<file path="config.mk">
export PLATFORM = sky130hd
export DESIGN_NAME = conbus_nxm
export DESIGN_NICKNAME = d
export VERILOG_FILES = /design/src/rtl/conbus_nxm.sv
export SDC_FILE = /design/constraint.sdc
export NUM_CORES = 1
export LEC_CHECK = 0
export CAP_MARGIN = 20
export CELL_PAD_IN_SITES_DETAIL_PLACEMENT = 1
export CELL_PAD_IN_SITES_GLOBAL_PLACEMENT = 2
export CORE_AREA = 2 2 523 525
export CTS_CLUSTER_DIAMETER = 120
export DETAILED_ROUTE_END_ITERATION = 8
export DIE_AREA = 0 0 525 527
export PLACE_DENSITY = 0.41
export SYNTH_ARGS = -nofsm -noshare
export SYNTH_HDL_FRONTEND = slang
export SYNTH_SLANG_ARGS = --single-unit
</file>
<file path="constraint.sdc">
create_clock -name sys_clk -period 11.6 [get_ports sys_clk]
set_input_delay 1.16 -clock sys_clk [delete_from_list [all_inputs] [get_ports sys_clk]]
set_output_delay 1.16 -clock sys_clk [all_outputs]
set_load 0.02 [all_outputs]
</file>
<file path="src/rtl/conbus_nxm.sv">
// Wishbone shared-bus interconnect for NM masters and NS slaves.
// Provides round-robin grant, base/mask decode, an unmapped-address responder and a stalled-slave watchdog.
module conbus_nxm #(
  parameter int               NM         = 5,
  parameter int               NS         = 7,
  parameter logic [NS*32-1:0] SLAVE_BASE = {NS{32'h0000_0000}},
  parameter logic [NS*32-1:0] SLAVE_MASK = {NS{32'hE000_0000}},
  parameter int               TIMEOUT    = 256,
  parameter logic [31:0]      ERR_DATA   = 32'hDEAD_BEEF
) (
  input  logic             sys_clk,
  input  logic             sys_rst,
  input  logic [NM*32-1:0] m_dat_i,
  output logic [NM*32-1:0] m_dat_o,
  input  logic [NM*32-1:0] m_adr_i,
  input  logic [NM*3-1:0]  m_cti_i,
  input  logic [NM*4-1:0]  m_sel_i,
  input  logic [NM-1:0]    m_we_i,
  input  logic [NM-1:0]    m_cyc_i,
  input  logic [NM-1:0]    m_stb_i,
  output logic [NM-1:0]    m_ack_o,
  input  logic [NS*32-1:0] s_dat_i,
  output logic [NS*32-1:0] s_dat_o,
  output logic [NS*32-1:0] s_adr_o,
  output logic [NS*3-1:0]  s_cti_o,
  output logic [NS*4-1:0]  s_sel_o,
  output logic [NS-1:0]    s_we_o,
  output logic [NS-1:0]    s_stb_o,
  output logic [NS-1:0]    s_cyc_o,
  input  logic [NS-1:0]    s_ack_i,
  output logic [3:0]       gnt_o,
  output logic             timeout_o,
  output logic             unmapped_o,
  output logic [31:0]      err_adr_o,
  output logic [3:0]       err_master_o
);

  localparam int GB = (NM > 1) ? $clog2(NM) : 1;
  localparam int SB = (NS > 1) ? $clog2(NS) : 1;
  localparam int WW = (TIMEOUT > 1) ? $clog2(TIMEOUT) : 1;

  logic [31:0]   m_dat_a_s [NM];
  logic [31:0]   m_adr_a_s [NM];
  logic [2:0]    m_cti_a_s [NM];
  logic [3:0]    m_sel_a_s [NM];
  logic [31:0]   s_dat_a_s [NS];

  logic [GB-1:0] gnt_r;
  logic [GB-1:0] gnt_nxt_s;
  logic [GB-1:0] cand_s;
  logic          pick_s;
  logic          found_s;
  logic [NS-1:0] match_s;
  logic [NS-1:0] sel_s;
  logic [SB-1:0] sel_idx_s;
  logic          hit_s;
  logic          g_cyc_s;
  logic          g_stb_s;
  logic [31:0]   g_adr_s;
  logic          ack_sel_s;
  logic          stall_s;
  logic          unmap_s;
  logic          expire_s;
  logic          int_ack_r;
  logic          timeout_r;
  logic          unmapped_r;
  logic [31:0]   err_adr_r;
  logic [3:0]    err_master_r;
  logic [WW-1:0] wdog_r;

  // Unpack the flat master/slave buses into per-port arrays
  always_comb begin
    for (int j = 0; j < NM; j++) begin
      m_dat_a_s[j] = m_dat_i[32*j +: 32];
      m_adr_a_s[j] = m_adr_i[32*j +: 32];
      m_cti_a_s[j] = m_cti_i[3*j +: 3];
      m_sel_a_s[j] = m_sel_i[4*j +: 4];
    end
    for (int k = 0; k < NS; k++) begin
      s_dat_a_s[k] = s_dat_i[32*k +: 32];
    end
  end

  assign g_cyc_s = m_cyc_i[gnt_r];
  assign g_stb_s = m_stb_i[gnt_r];
  assign g_adr_s = m_adr_a_s[gnt_r];

  // Address decode of the granted master; the lowest matching slave wins
  always_comb begin
    match_s   = '0;
    sel_s     = '0;
    sel_idx_s = '0;
    hit_s     = 1'b0;
    for (int k = 0; k < NS; k++) begin
      match_s[k] = ((g_adr_s & SLAVE_MASK[32*k +: 32]) == (SLAVE_BASE[32*k +: 32] & SLAVE_MASK[32*k +: 32]));
      sel_s[k]   = match_s[k] & ~hit_s;
      sel_idx_s  = sel_s[k] ? SB'(k) : sel_idx_s;
      hit_s      = hit_s | match_s[k];
    end
  end

  // Round-robin search starting after the current grant, current grant last
  always_comb begin
    gnt_nxt_s = gnt_r;
    found_s   = 1'b0;
    cand_s    = gnt_r;
    pick_s    = 1'b0;
    for (int i = 1; i <= NM; i++) begin
      cand_s    = GB'((int'(gnt_r) + i) % NM);
      pick_s    = ~g_cyc_s & m_cyc_i[cand_s] & ~found_s;
      gnt_nxt_s = pick_s ? cand_s : gnt_nxt_s;
      found_s   = found_s | pick_s;
    end
  end

  assign ack_sel_s = |(s_ack_i & sel_s);
  assign stall_s   = g_cyc_s & g_stb_s & hit_s & ~ack_sel_s;
  assign unmap_s   = g_cyc_s & g_stb_s & ~hit_s & ~int_ack_r;
  // A slave ack in the expiry cycle suppresses the forced ack via stall_s
  assign expire_s  = (TIMEOUT > 0) & stall_s & ~int_ack_r & (wdog_r == WW'(TIMEOUT - 1));

  // Return path: ack only to the granted master, data broadcast to all
  always_comb begin
    m_ack_o        = '0;
    m_ack_o[gnt_r] = ack_sel_s | int_ack_r;
    m_dat_o        = {NM{int_ack_r ? ERR_DATA : s_dat_a_s[sel_idx_s]}};
  end

  assign s_dat_o = {NS{m_dat_a_s[gnt_r]}};
  assign s_adr_o = {NS{g_adr_s}};
  assign s_cti_o = {NS{m_cti_a_s[gnt_r]}};
  assign s_sel_o = {NS{m_sel_a_s[gnt_r]}};
  assign s_we_o  = {NS{m_we_i[gnt_r]}};
  assign s_stb_o = {NS{g_stb_s}};
  // timeout_r doubles as the abort that drops cyc to the stalled slave
  assign s_cyc_o = {NS{g_cyc_s & ~timeout_r}} & sel_s;

  // Grant register, internal ack pulse and error capture
  always_ff @(posedge sys_clk) begin
    if (sys_rst) begin
      gnt_r        <= '0;
      int_ack_r    <= 1'b0;
      timeout_r    <= 1'b0;
      unmapped_r   <= 1'b0;
      err_adr_r    <= 32'h0000_0000;
      err_master_r <= 4'h0;
    end else begin
      gnt_r      <= gnt_nxt_s;
      int_ack_r  <= unmap_s | expire_s;
      timeout_r  <= expire_s;
      unmapped_r <= unmap_s;
      if (unmap_s | expire_s) begin
        err_adr_r    <= g_adr_s;
        err_master_r <= 4'(gnt_r);
      end else begin
        err_adr_r    <= err_adr_r;
        err_master_r <= err_master_r;
      end
    end
  end

  // Watchdog counts consecutive stalled strobe cycles of one tenure
  always_ff @(posedge sys_clk) begin
    if (sys_rst) begin
      wdog_r <= '0;
    end else if ((TIMEOUT == 0) || !stall_s || int_ack_r || expire_s || (gnt_nxt_s != gnt_r)) begin
      wdog_r <= '0;
    end else begin
      wdog_r <= wdog_r + WW'(1);
    end
  end

  assign gnt_o        = 4'(gnt_r);
  assign timeout_o    = timeout_r;
  assign unmapped_o   = unmapped_r;
  assign err_adr_o    = err_adr_r;
  assign err_master_o = err_master_r;

endmodule
</file>
======== Yosys cells after proc, flatten, opt, wreduce, memory -nomap -nowiden ========
Cells that the tools add are included.
word-level totals
  bits in registers ....................... 49
  input port bits ......................... 603
  output and inout port bits .............. 725
operators by class
  add/sub/neg operators ................... 6
  div/mod/pow operators ................... 5
  magnitude comparators ................... 8
  equality and inequality tests ........... 2
  mux-type cells .......................... 36
  bitwise logic cells ..................... 35
  reduce and logical (&&, ||, !) cells .... 8
operator list
  cell                                                                   count
  32-bit binary-select mux with 3-bit select                             2
  32-bit by 4-bit modulo with 32-bit output (second input constant)      5
  32-bit 2-to-1 mux                                                      5
  32-bit zero test                                                       1
  1-bit binary-select mux with 3-bit select                              8
  3-bit by 4-bit < comparator with 1-bit output (second input constant)  6
  3-bit 2-to-1 mux                                                       7
  1-bit bitwise AND                                                      17
  7-bit by 1-bit bitwise AND with 7-bit output                           2
  4-bit binary-select mux with 3-bit select                              1
  3-bit binary-select mux with 3-bit select                              1
  1-bit 2-to-1 mux                                                       9
  1-bit inverter                                                         9
  3-bit by 2-bit adder with 4-bit output (second input constant)         2
  3-bit by 3-bit adder with 4-bit output (second input constant)         2
  8-bit by 1-bit adder with 8-bit output (second input constant)         1
  8-bit equality test (second input constant)                            1
  4-bit 2-to-1 mux                                                       2
  7-bit OR reduction                                                     1
  5-bit bitwise AND                                                      1
  1-bit OR                                                               5
  3-bit by 1-bit adder with 4-bit output (second input constant)         1
  4-bit greater-or-equal comparator (second input constant)              1
  3-bit inverter with 4-bit output                                       1
  7 further kinds                                                        9

======== Longest topological paths before layout ========
Gate-level depths: netlist of run 1.
  word-level depth ........................ 20
  gate-level depth with buffers ........... 20
  mapped depth without buffers ............ 17

======== Worst setup path after synthesis of run 1 ========
OpenSTA, ideal clock, no wires.
  kind .................................... reg-to-reg
  start point ............................. register gnt_r[2]
  end point ............................... register gnt_r[1]
  library setup time ...................... 0.088 ns
  arrival time ............................ 4.463 ns
  required time ........................... 11.512 ns
  slack ................................... 7.048 ns
  cell stages (with the launch flop) ...... 19
  clock period less this slack ............ 4.552 ns
  cell sequence ........................... dfxtp_1 > buf_4 > inv_1 > clkbuf_1 > clkbuf_1 > clkbuf_1 > ha_1 > o21ai_1 > nand2_1 > xnor2_1 > ha_1 > a221o_1 > nand2_4 > a21oi_1 > or4_4 > a21oi_2 > nand4_2 > and3_4 > o32ai_2
on the way
  longest elaborated chain between the ends .. 17
RTL lines
  what                                       RTL line  RTL
  start: declaration                         48        logic [GB-1:0] gnt_r;
  start signal: assignment                   148       gnt_r <= gnt_nxt_s;
  3-bit by 1-bit adder with 4-bit output     109       cand_s = GB'((int'(gnt_r) + i) % NM);
  32-bit by 4-bit modulo with 32-bit output  109
  1-bit binary-select mux with 3-bit select  110       pick_s = ~g_cyc_s & m_cyc_i[cand_s] & ~found_s;
  1-bit 2-to-1 mux (not written as such)     110
  1-bit bitwise AND                          110
  1-bit inverter                             110
  1-bit bitwise AND                          110
  1-bit OR                                   112       found_s = found_s | pick_s;
  1-bit inverter                             110
  1-bit bitwise AND                          110
  1-bit OR                                   112
  1-bit inverter                             110
  1-bit bitwise AND                          110
  1-bit OR                                   112
  1-bit inverter                             110
  1-bit bitwise AND                          110
  3-bit 2-to-1 mux *                         111       gnt_nxt_s = pick_s ? cand_s : gnt_nxt_s;
Every way passes the cells marked *; elsewhere a longest branch is shown, timed or not. The select of a mux whose other input is x is not followed.
A chain may end at the register's enable or synchronous reset.

======== Worst setup path in the final report of run 1 ========
  start point ............................. register gnt_r[0]
  end point ............................... output port m_ack_o[2]
on the way
  longest elaborated chain between the ends .. 9
RTL lines
  what                                                    RTL line  RTL
  3-bit inverter with 4-bit output (not written as such)  86        assign g_adr_s = m_adr_a_s[gnt_r];
  32-bit binary-select mux with 3-bit select              86
  32-bit 2-to-1 mux (not written as such) (2 in a row)    86
  32-bit zero test                                        95        match_s[k] = ((g_adr_s & SLAVE_MASK[32*k +: 32]) == (SLAVE_BASE[32*k +: 32] & SLAVE_MASK[32*k +: 32]));
  7-bit by 1-bit bitwise AND with 7-bit output            116       assign ack_sel_s = |(s_ack_i & sel_s);
  7-bit OR reduction                                      116
  1-bit OR                                                125       m_ack_o[gnt_r] = ack_sel_s | int_ack_r;
  5-bit bitwise AND (no source line) *                    --
  end: declaration                                        21        output logic [NM-1:0] m_ack_o,
Marks and branches as above.

==> metrics.cfg, run 1 <==
[run_status]
status = completed

[worst_hold_path]
min-delay-start = wdog_r[0]$_SDFF_PP0_
worst_hold_path_type = reg -> reg

[grt]
grt-ovfl-total = 0
grt_max_degree = 67
grtUsageTotal = 0.0639
grt_pass1_wl_um = 118000
grt_antenna_before_repair = 17
grt_pass1_vias = 11500

[clocking]
post_cts_buffers = 0
cts_root_buf = clkbuf_16
clk_latency_ps = 340
clk_pin_slew_worst_paths_ps = 90
cts_sinks = 49
cts_buffers = 5
cts_buffer_depth = 2
h-tree-depth = 2
ctsResizeCount = 0
ctsHoldBuffers = 0
cts_tree = yes

[placed_design]
gp_congestion = 0.756
dp_hpwl_um = 81600
io_buffer_count = 1121
pre_cts_ws_ps = 5780

[finish]
final_core_utilization = 0.0820
final_nets = 2416
syn_to_final_growth_pct = 107
layout-drive-gt1-share = 0.0933

[die]
die_w_um = 525
die_h_um = 527
io_pins = 1328
core_um2 = 272000
dieArea_um2 = 277000
num_rows = 192
initial_core_util = 0.0396

[critical_path]
worstSetupStartpoint = gnt_r[0]$_SDFF_PP0_
path_max_fanout = 34
endpoint_kind = output pin
critPathKind = reg -> out
cp_cell_sequence = nor3b_2, buf_4, buf_4, a22o_1, or3_1, inv_1, a21oi_1, nor2_1, and2_1, clkdlybuf4s50_1
crit_required_ps = 10440
r2r-start = gnt_r[0]$_SDFF_PP0_
crit_top_cell = buf_4
critPathArrivalTime_ps = 4650
cp-start-kind = flop
crit_slowest_cell = buf_4
critPathMaxStageDelay_ps = 610

[synthesis]
synth_cell_types = 84
ys_seq_area_frac = 0.0913
synthArstFlopShare = 0
yosys_warnings = 0
ys.flop_type = dfxtp_1
syn_inst = 1272
syn_avg_cell_area_um2 = 8.45
synth-edff-count = 0
syn-cell-area_um2 = 10700
ys_seq_elements = 49

[sta]
period_needed_ps = 5810
finalMaxSlewViolations = 0
fmax_mhz = 172
setup_violations = 0
rsz0062_at_grt = false
hold_viol = 0
slew_headroom = 0.351
fin_skew_ps = 21.2
fin_ws_ps = 5790
fin_crit_sh = 0.501
holdWs_ps = 445
worst_pin_slew_ps = 973
finalSetupTns_ps = 0

[route]
drc = 0
dr.pass1.iters = 4
routedWlPerCell_um = 17.3
vias = 11000
viasPerCell = 2.04
ant_nets = 0
drt_wl_total_um = 93500
drt_iter0_markers = 335

[power_and_ir_drop]
ir_worst_vdd_uv = 129
power.total_mw = 6.65
powerDensity_nw_per_um2 = 298
power.leakage_nw = 6.92

[run]
cap_violations = 0

-- routing by layer --
metal	wire length, µm	vias up	share of wire	global-route usage
met5	27	-	0.00029	0
met4	2220	4	0.024	0.0187
met3	4810	34	0.051	0.0119
met2	52400	659	0.56	0.128
met1	34100	5383	0.36	0.0659
li1	-	4898	-	-
-- registers in the layout, summed over array words and instances, names as in the netlist --
| register | flops |
|---|---|
| err_master_o | 3 |
| err_adr_o | 32 |
| wdog_r | 8 |
| gnt_r | 3 |
| timeout_o | 1 |
| int_ack_r | 1 |
| unmapped_o | 1 |
-- cell usage in the layout (no fill, tap or decap), drive strengths merged, types with 6 or more instances in the layout --
| master | Yosys | final |
|---|---|---|
| ha | 25 | 25 |
| nand2b | 8 | 8 |
| nor3 | 39 | 39 |
| a22o | 75 | 75 |
| or2 | 26 | 26 |
| mux4 | 76 | 76 |
| conb | 1 | 8 |
| nand3 | 15 | 15 |
| diode | 0 | 15 |
| nor2 | 82 | 82 |
| a211oi | 6 | 6 |
| xnor2 | 12 | 12 |
| inv | 22 | 23 |
| and3 | 8 | 8 |
| and2 | 7 | 7 |
| buf | 602 | 25 |
| clkdlybuf4s50 | 0 | 1120 |
| nand2 | 37 | 37 |
| mux2i | 6 | 6 |
| a21oi | 17 | 17 |
| o21ai | 12 | 12 |
| nor2b | 14 | 14 |
| clkbuf | 41 | 6 |
| o211ai | 6 | 6 |
| dfxtp | 49 | 49 |
-- power breakdown --
group          switching, mW  total (mW)  internal (mW)
combinational           3.58        6.17           2.59
sequential            0.0709       0.299          0.228
clock                 0.0949       0.183         0.0876
total                   3.75        6.65           2.90
-- cell families (layout without fill, tap and decap cells) --
group,after synthesis,after routing,synth area share
buffers and inverters,666,1176,0.439
adder cells (fa/ha/maj),25,25,0.0291
other,1,23,0.000349
multiplexers,86,86,0.169
AND/OR/NAND/NOR,258,258,0.122
AO/OA/AOI/OAI,171,171,0.134
XOR/XNOR,16,16,0.0155
flip-flops,49,49,0.0913
-- metrics by stage --
step	area, µm²	cells
3_3_place_gp	22100	5370
6_report	22300	5393
2_1_floorplan	10800	1279
5_1_grt	22200	5381
4_1_cts	22200	5378
3_5_place_dp	22100	5370
-- worst paths after layout --
kind,endpoint,slack (ps),cells past startpoint
hold reg to reg,wdog_r[0]$_SDFF_PP0_,450,1
setup / recovery,m_ack_o[2],5790,10
hold / removal,wdog_r[0]$_SDFF_PP0_,450,1
setup reg to reg,gnt_r[1]$_SDFF_PP0_,6000,15
-- critical path: cells and delay by family (launching register included) --
kind,cells,cell delay [ps]
flip-flops,1,540
AND/OR/NAND/NOR,4,950
AO/OA/AOI/OAI,2,940
buffers and inverters,4,1790
-- synthesized netlist by cell type, types with 7 or more instances --
cell type / n / area share
buf_4: 577 / 0.40
nor2_1: 82 / 0.029
mux4_2: 76 / 0.16
a22o_1: 75 / 0.061
dfxtp_1: 49 / 0.091
clkbuf_1: 40 / 0.014
nor3_1: 39 / 0.018
nand2_1: 36 / 0.013
or2_2: 26 / 0.015
ha_1: 25 / 0.029
buf_2: 20 / 0.0093
inv_1: 20 / 0.0070
a21oi_1: 15 / 0.0070
nand3_1: 15 / 0.0070
nor2b_1: 13 / 0.0076
xnor2_1: 10 / 0.0081
nand2b_1: 8 / 0.0047
and2_1: 7 / 0.0041
and3_1: 7 / 0.0041
o21ai_0: 7 / 0.0033
-- layout make-up --
class | instances | area, µm²
diodes | 15 | 37.5
clock buffers | 6 | 139
clock inverters | 2 | 16.3
fillers | 32200 | 249000
inverters | 23 | 88.8
multi-input cells | 564 | 5090
flip-flops and latches | 49 | 990
well taps | 3589 | 4490
repair buffers | 1145 | 11400
Note: power is estimated with default switching activity, not from simulation.
==> run 2: changes to the inputs <==
Settings changed: CORE_AREA 2 2 523 525 to 2 2 520 522, DIE_AREA 0 0 525 527 to 0 0 522 524, PLACE_DENSITY 0.41 to 0.42.
Clock period 11.6 ns to 5.2 ns, I/O delays scaled along.
==> metrics.cfg, run 2 (synthesis results as in run 1) <==
[run_status]
status = completed

[power_and_ir_drop]
powerDensity_nw_per_um2 = 680  ; +130%
intPower_mw = 6.74  ; +130%
power_frac_seq = 0.040  ; -0.005
combPwrFrac = 0.933  ; +0.005
power.leakage_nw = 7.22  ; +4.3%
pwr-share-clk = 0.026  ; about the same
swShare = 0.563  ; -0.000844
ir_worst_vdd_uv = 286  ; +120%
p_sw_mw = 8.68  ; +130%

[finish]
layout_common_cells = clkdlybuf4s50_1 (1115), nor2_1 (82), buf_4 (81)
finalInstanceArea_um2 = 22700  ; +1.8%
final.fill_count = 31600  ; -1.8%
final_nets = 2473  ; +2.4%
layout-drive-gt1-share = 0.124  ; +0.0307
largest_reg_flops = 32  ; unchanged
finalNonFillerCells = 5409  ; +0.30%
syn_to_final_growth_pct = 111
layout_commonest_cell = clkdlybuf4s50_1

[clocking]
cts_root_buf = clkbuf_16
cts_sinks = 49  ; unchanged
cts_tree = yes
ctsHoldBuffers = 0  ; unchanged
ctsResizeCount = 0  ; unchanged
cts_buffers = 5  ; unchanged
cts_buffer_depth = 2  ; unchanged
clk_latency_ps = 350  ; about the same
clk_pin_slew_worst_paths_ps = 100  ; about the same
h-tree-depth = 2  ; unchanged
post_cts_buffers = 0  ; unchanged

[grt]
grt-ovfl-total = 0  ; unchanged
grt_antenna_before_repair = 37  ; +20
grt_pass1_wl_um = 127000  ; +7.5%
grtUsageTotal = 0.0710  ; +0.00711
grt_max_degree = 73  ; +9.0%
grt_pass1_vias = 11800  ; +2.8%

[placed_design]
dp_hpwl_um = 90700  ; +11%
pre_cts_ws_ps = 894  ; -4890 ps
io_buffer_count = 1121  ; unchanged
gp_congestion = 0.720  ; -4.7%
placedCellCount = 5390  ; +0.37%
dpl-instance-area_um2 = 22500  ; +1.8%

[die]
core_um2 = 267000  ; -1.6%
io_pins = 1328  ; unchanged
num_rows = 190  ; -1.0%
die_h_um = 524  ; -0.57%
die_w_um = 522  ; -0.57%
initial_core_util = 0.0402  ; +0.000630
dieArea_um2 = 274000  ; -1.1%

[route]
ant_nets = 0  ; unchanged
drc = 0  ; unchanged
routedWlPerCell_um = 19.2  ; +11%
viasPerCell = 2.11  ; +3.6%
drt_wl_total_um = 104000  ; +11%
drt_iter0_markers = 355  ; +6.0%
dr.pass1.iters = 4  ; unchanged
vias = 11400  ; +3.9%

[sta]
worst_pin_slew_ps = 937  ; -36.2 ps
period_needed_ps = 4410
setup_violations = 0  ; unchanged
fin_ws_ps = 790  ; -5000 ps
hold_viol = 0  ; unchanged
fin_skew_ps = 22.1  ; +0.838 ps
slew_headroom = 0.374  ; +0.0229
fmax_mhz = 227
finalSetupTns_ps = 0  ; unchanged
rsz0062_at_grt = false
fin_crit_sh = 0.848
finalMaxSlewViolations = 0  ; unchanged
holdWs_ps = 448  ; +2.91 ps

[critical_path]
crit_slowest_cell = mux4_2
critPathKind = reg -> out
critPathMaxStageDelay_ps = 640  ; +30 ps
r2r_cells = 15  ; unchanged
critPathArrivalTime_ps = 3890  ; -760 ps
cp_cell_sequence = buf_4, mux4_2, a22o_1, or3_1, nor3_1, buf_4, clkdlybuf4s50_1
endpoint_kind = output pin
crit_top_cell = buf_4
cp-start-kind = flop
path_max_fanout = 37  ; +8.8%
crit_required_ps = 4680  ; -5760 ps

[worst_hold_path]
worst_hold_path_type = reg -> reg
whs_path_depth = 1  ; unchanged

[run]
cap_violations = 0  ; unchanged

-- run 2: final cells by class --
type                    count  area, µm²  area share
flip-flops and latches     49        990      0.0437
diodes                     11       27.5     0.00121
clock buffers               5        125     0.00552
repair buffers           1202      11900       0.524
multi-input cells         564       5090       0.225
inverters                  23       88.8     0.00392
well taps                3552       4440       0.196
clock inverters             3       25.0     0.00110
-- run 2: power groups by stage --
stage	clock network, mW	registers [mW]	logic (mW)
after floorplan	0	0.734	9.03
after global placement	0	0.630	15.0
after detailed placement	0	0.635	14.9
after CTS	0.455	0.625	15.0
after global routing	0.455	0.644	15.4
final	0.408	0.618	14.4
-- run 2: per-stage QoR --
stage	power, mW	utilization
after global routing	16.5	0.0847
after floorplan	9.76	-
after detailed placement	15.6	0.0841
after CTS	16.1	0.0847
final	15.4	0.0848
after global placement	15.7	0.0841
-- run 2: worst paths after layout --
check	startpoint	endpoint	slack, ps
setup reg to reg	gnt_r[1]$_SDFF_PP0_	gnt_r[0]$_SDFF_PP0_	930
setup / recovery	gnt_r[0]$_SDFF_PP0_	s_cyc_o[0]	790
hold reg to reg	wdog_r[0]$_SDFF_PP0_	wdog_r[0]$_SDFF_PP0_	450
hold / removal	wdog_r[0]$_SDFF_PP0_	wdog_r[0]$_SDFF_PP0_	450
-- run 2: layer usage --
| metal | up-vias | global-route usage | wire, µm |
|---|---|---|---|
| met1 | 5657 | 0.0797 | 38700 |
| li1 | 4998 | - | - |
| met2 | 691 | 0.137 | 56400 |
| met3 | 51 | 0.0133 | 6980 |
| met5 | - | 0 | 62 |
| met4 | 10 | 0.0160 | 1610 |
-- run 2: worst max-delay path: cells and delay by family, from the launching register on --
| family | cells | cell delay, ps |
|---|---|---|
| AOI/OAI and AO/OA | 1 | 220 |
| buffers and inverters | 3 | 1370 |
| DFF | 1 | 380 |
| muxes | 1 | 640 |
| and+or+nand+nor | 2 | 850 |
==> run 3: changes to the inputs <==
Settings changed: CORE_AREA 2 2 520 522 to 2 2 513 515, DIE_AREA 0 0 522 524 to 0 0 515 517.
Clock period 5.2 ns to 4.1 ns, I/O delays scaled along.
==> metrics.cfg, run 3 (synthesis results as in run 1) <==
[die]
num_rows = 188  ; -1.1%
die_w_um = 515  ; -1.3%
die_h_um = 517  ; -1.3%
io_pins = 1328  ; unchanged
initial_core_util = 0.0412  ; +0.000976
dieArea_um2 = 266000  ; -2.7%
core_um2 = 261000  ; -2.4%

[clocking]
cts_root_buf = clkbuf_16
h-tree-depth = 2  ; unchanged
cts_sinks = 49  ; unchanged
cts_tree = yes
cts_buffer_depth = 2  ; unchanged
cts_buffers = 5  ; unchanged
clk_latency_ps = 360  ; about the same
clk_pin_slew_worst_paths_ps = 90  ; about the same

[critical_path]
cp_num_buf_inv = 5  ; +2
crit_required_ps = 3690  ; -990 ps
cp-start-kind = flop
critPathArrivalTime_ps = 3550  ; -340 ps
path_max_fanout = 24  ; -35%
crit_family = buffers and inverters
cp_cell_sequence = buf_4, buf_4, nor3b_2, buf_12, buf_12, a22o_1, clkdlybuf4s50_1
critPathKind = reg -> out
crit_slowest_cell = clkdlybuf4s50_1
critPathMaxStageDelay_ps = 750  ; +110 ps
endpoint_kind = output pin

[finish]
largest_reg_flops = 32  ; unchanged
layout-drive-gt1-share = 0.139  ; +0.0150
final_core_utilization = 0.0873  ; +0.00253
layout_commonest_cell = clkdlybuf4s50_1
layout_common_cells = clkdlybuf4s50_1 (1109), buf_4 (95), nor2_1 (82)
finalNonFillerCells = 5299  ; -2.0%
syn_to_final_growth_pct = 112
final.fill_count = 30800  ; -2.7%
final_nets = 2490  ; +0.69%

[placed_design]
gp_congestion = 0.719  ; -0.17%
dp_hpwl_um = 81300  ; -10%
io_buffer_count = 1121  ; unchanged
placedCellCount = 5274  ; -2.2%

[grt]
grt_max_degree = 76  ; +4.1%
grt_pass1_wl_um = 114000  ; -10%
grtUsageTotal = 0.0645  ; -0.00652
grt_pass1_vias = 11800  ; -0.49%
grt_antenna_before_repair = 32  ; -14%
grt-ovfl-total = 0  ; unchanged

[worst_hold_path]
worst_hold_path_type = reg -> reg

[route]
dr.pass1.iters = 4  ; unchanged
viasPerCell = 2.14  ; +1.3%
ant_nets = 0  ; unchanged
drc = 0  ; unchanged
drt_wl_total_um = 93400  ; -10%
vias = 11300  ; -0.76%
drt_iter0_markers = 314  ; -12%
routedWlPerCell_um = 17.6  ; -8.1%

[run_status]
status = completed

[power_and_ir_drop]
power.leakage_nw = 7.36  ; +2.0%
powerDensity_nw_per_um2 = 856  ; +26%
ir_worst_vdd_uv = 352  ; +23%

[sta]
finalMaxSlewViolations = 0  ; unchanged
finalSetupTns_ps = 0  ; unchanged
rsz0062_at_grt = false
fmax_mhz = 253
setup_violations = 0  ; unchanged
period_needed_ps = 3960
fin_crit_sh = 0.965
fin_skew_ps = 16.8  ; -5.30 ps
slew_headroom = 0.419  ; +0.0450
hold_viol = 0  ; unchanged
worst_pin_slew_ps = 872  ; -65.5 ps

[run]
cap_violations = 0  ; unchanged

run 3: final cells by class:
cell class / count / area, µm² / share of cell area
diodes: 17 / 42.5 / 0.00187
clock buffers: 5 / 125 / 0.00549
well taps: 3420 / 4280 / 0.188
multi-input cells: 564 / 5120 / 0.225
repair buffers: 1219 / 12100 / 0.531
flip-flops and latches: 49 / 993 / 0.0436
clock inverters: 2 / 38.8 / 0.00170
inverters: 23 / 88.8 / 0.00390
run 3: stage by stage:
step	hold WS [ps]	instance area [µm²]	setup WS, ps	power, mW
floorplan	413	10800	20.7	12.4
global placement	427	22500	222	19.6
detailed placement	440	22500	213	19.4
CTS	465	22700	13.5	20.1
global route	492	22800	9.14	20.7
finish	458	22800	144	19.5
run 3: timing repair:
item | in CTS | in global routing
setup buffers | 0 | 0
hold buffers | 0 | 0
setup endpoints to repair | 12 | 8
gates resized for setup | 2 | 8
cloned | 0 | 1
pin swaps | 0 | 1
hold endpoints to repair | 0 | 0
run 3: worst reg2reg max path, stage by stage (launching register included):
cell and delay (ps):
dfxtp_4 430, inv_1 80, ha_1 330, ha_1 250
o31ai_1 210, o31a_1 240, xnor2_2 110, ha_1 220
nor2b_1 140, or2_2 270, o211a_1 320, nor4bb_1 310
nor3_1 80, nor3_1 150, nand4_1 250, o21ai_1 180
o32ai_2 90
run 3: final timing paths:
path / start / end / slack, ps / cells after the start
min reg2reg: wdog_r[0]$_SDFF_PP0_ / wdog_r[0]$_SDFF_PP0_ / 460 / 1
min: wdog_r[0]$_SDFF_PP0_ / wdog_r[0]$_SDFF_PP0_ / 460 / 1
max reg2reg: gnt_r[0]$_SDFF_PP0_ / gnt_r[1]$_SDFF_PP0_ / 320 / 16
max: gnt_r[1]$_SDFF_PP0_ / s_adr_o[20] / 140 / 7
run 3: power breakdown:
| group | internal [mW] | leakage [nW] | total (mW) | switching, mW |
|---|---|---|---|---|
| combinational | 7.85 | 6.88 | 18.1 | 10.3 |
| sequential | 0.646 | 0.403 | 0.792 | 0.146 |
| clock | 0.290 | 0.0804 | 0.577 | 0.287 |
run 3: routing by layer:
metal	GRT usage	share of wire	vias up	wire length, µm
met2	0.125	0.54	726	50800
met3	0.0117	0.063	67	5850
li1	-	-	5051	-
met1	0.0678	0.36	5474	33700
met4	0.0251	0.033	2	3100
met5	0	0.00019	-	18
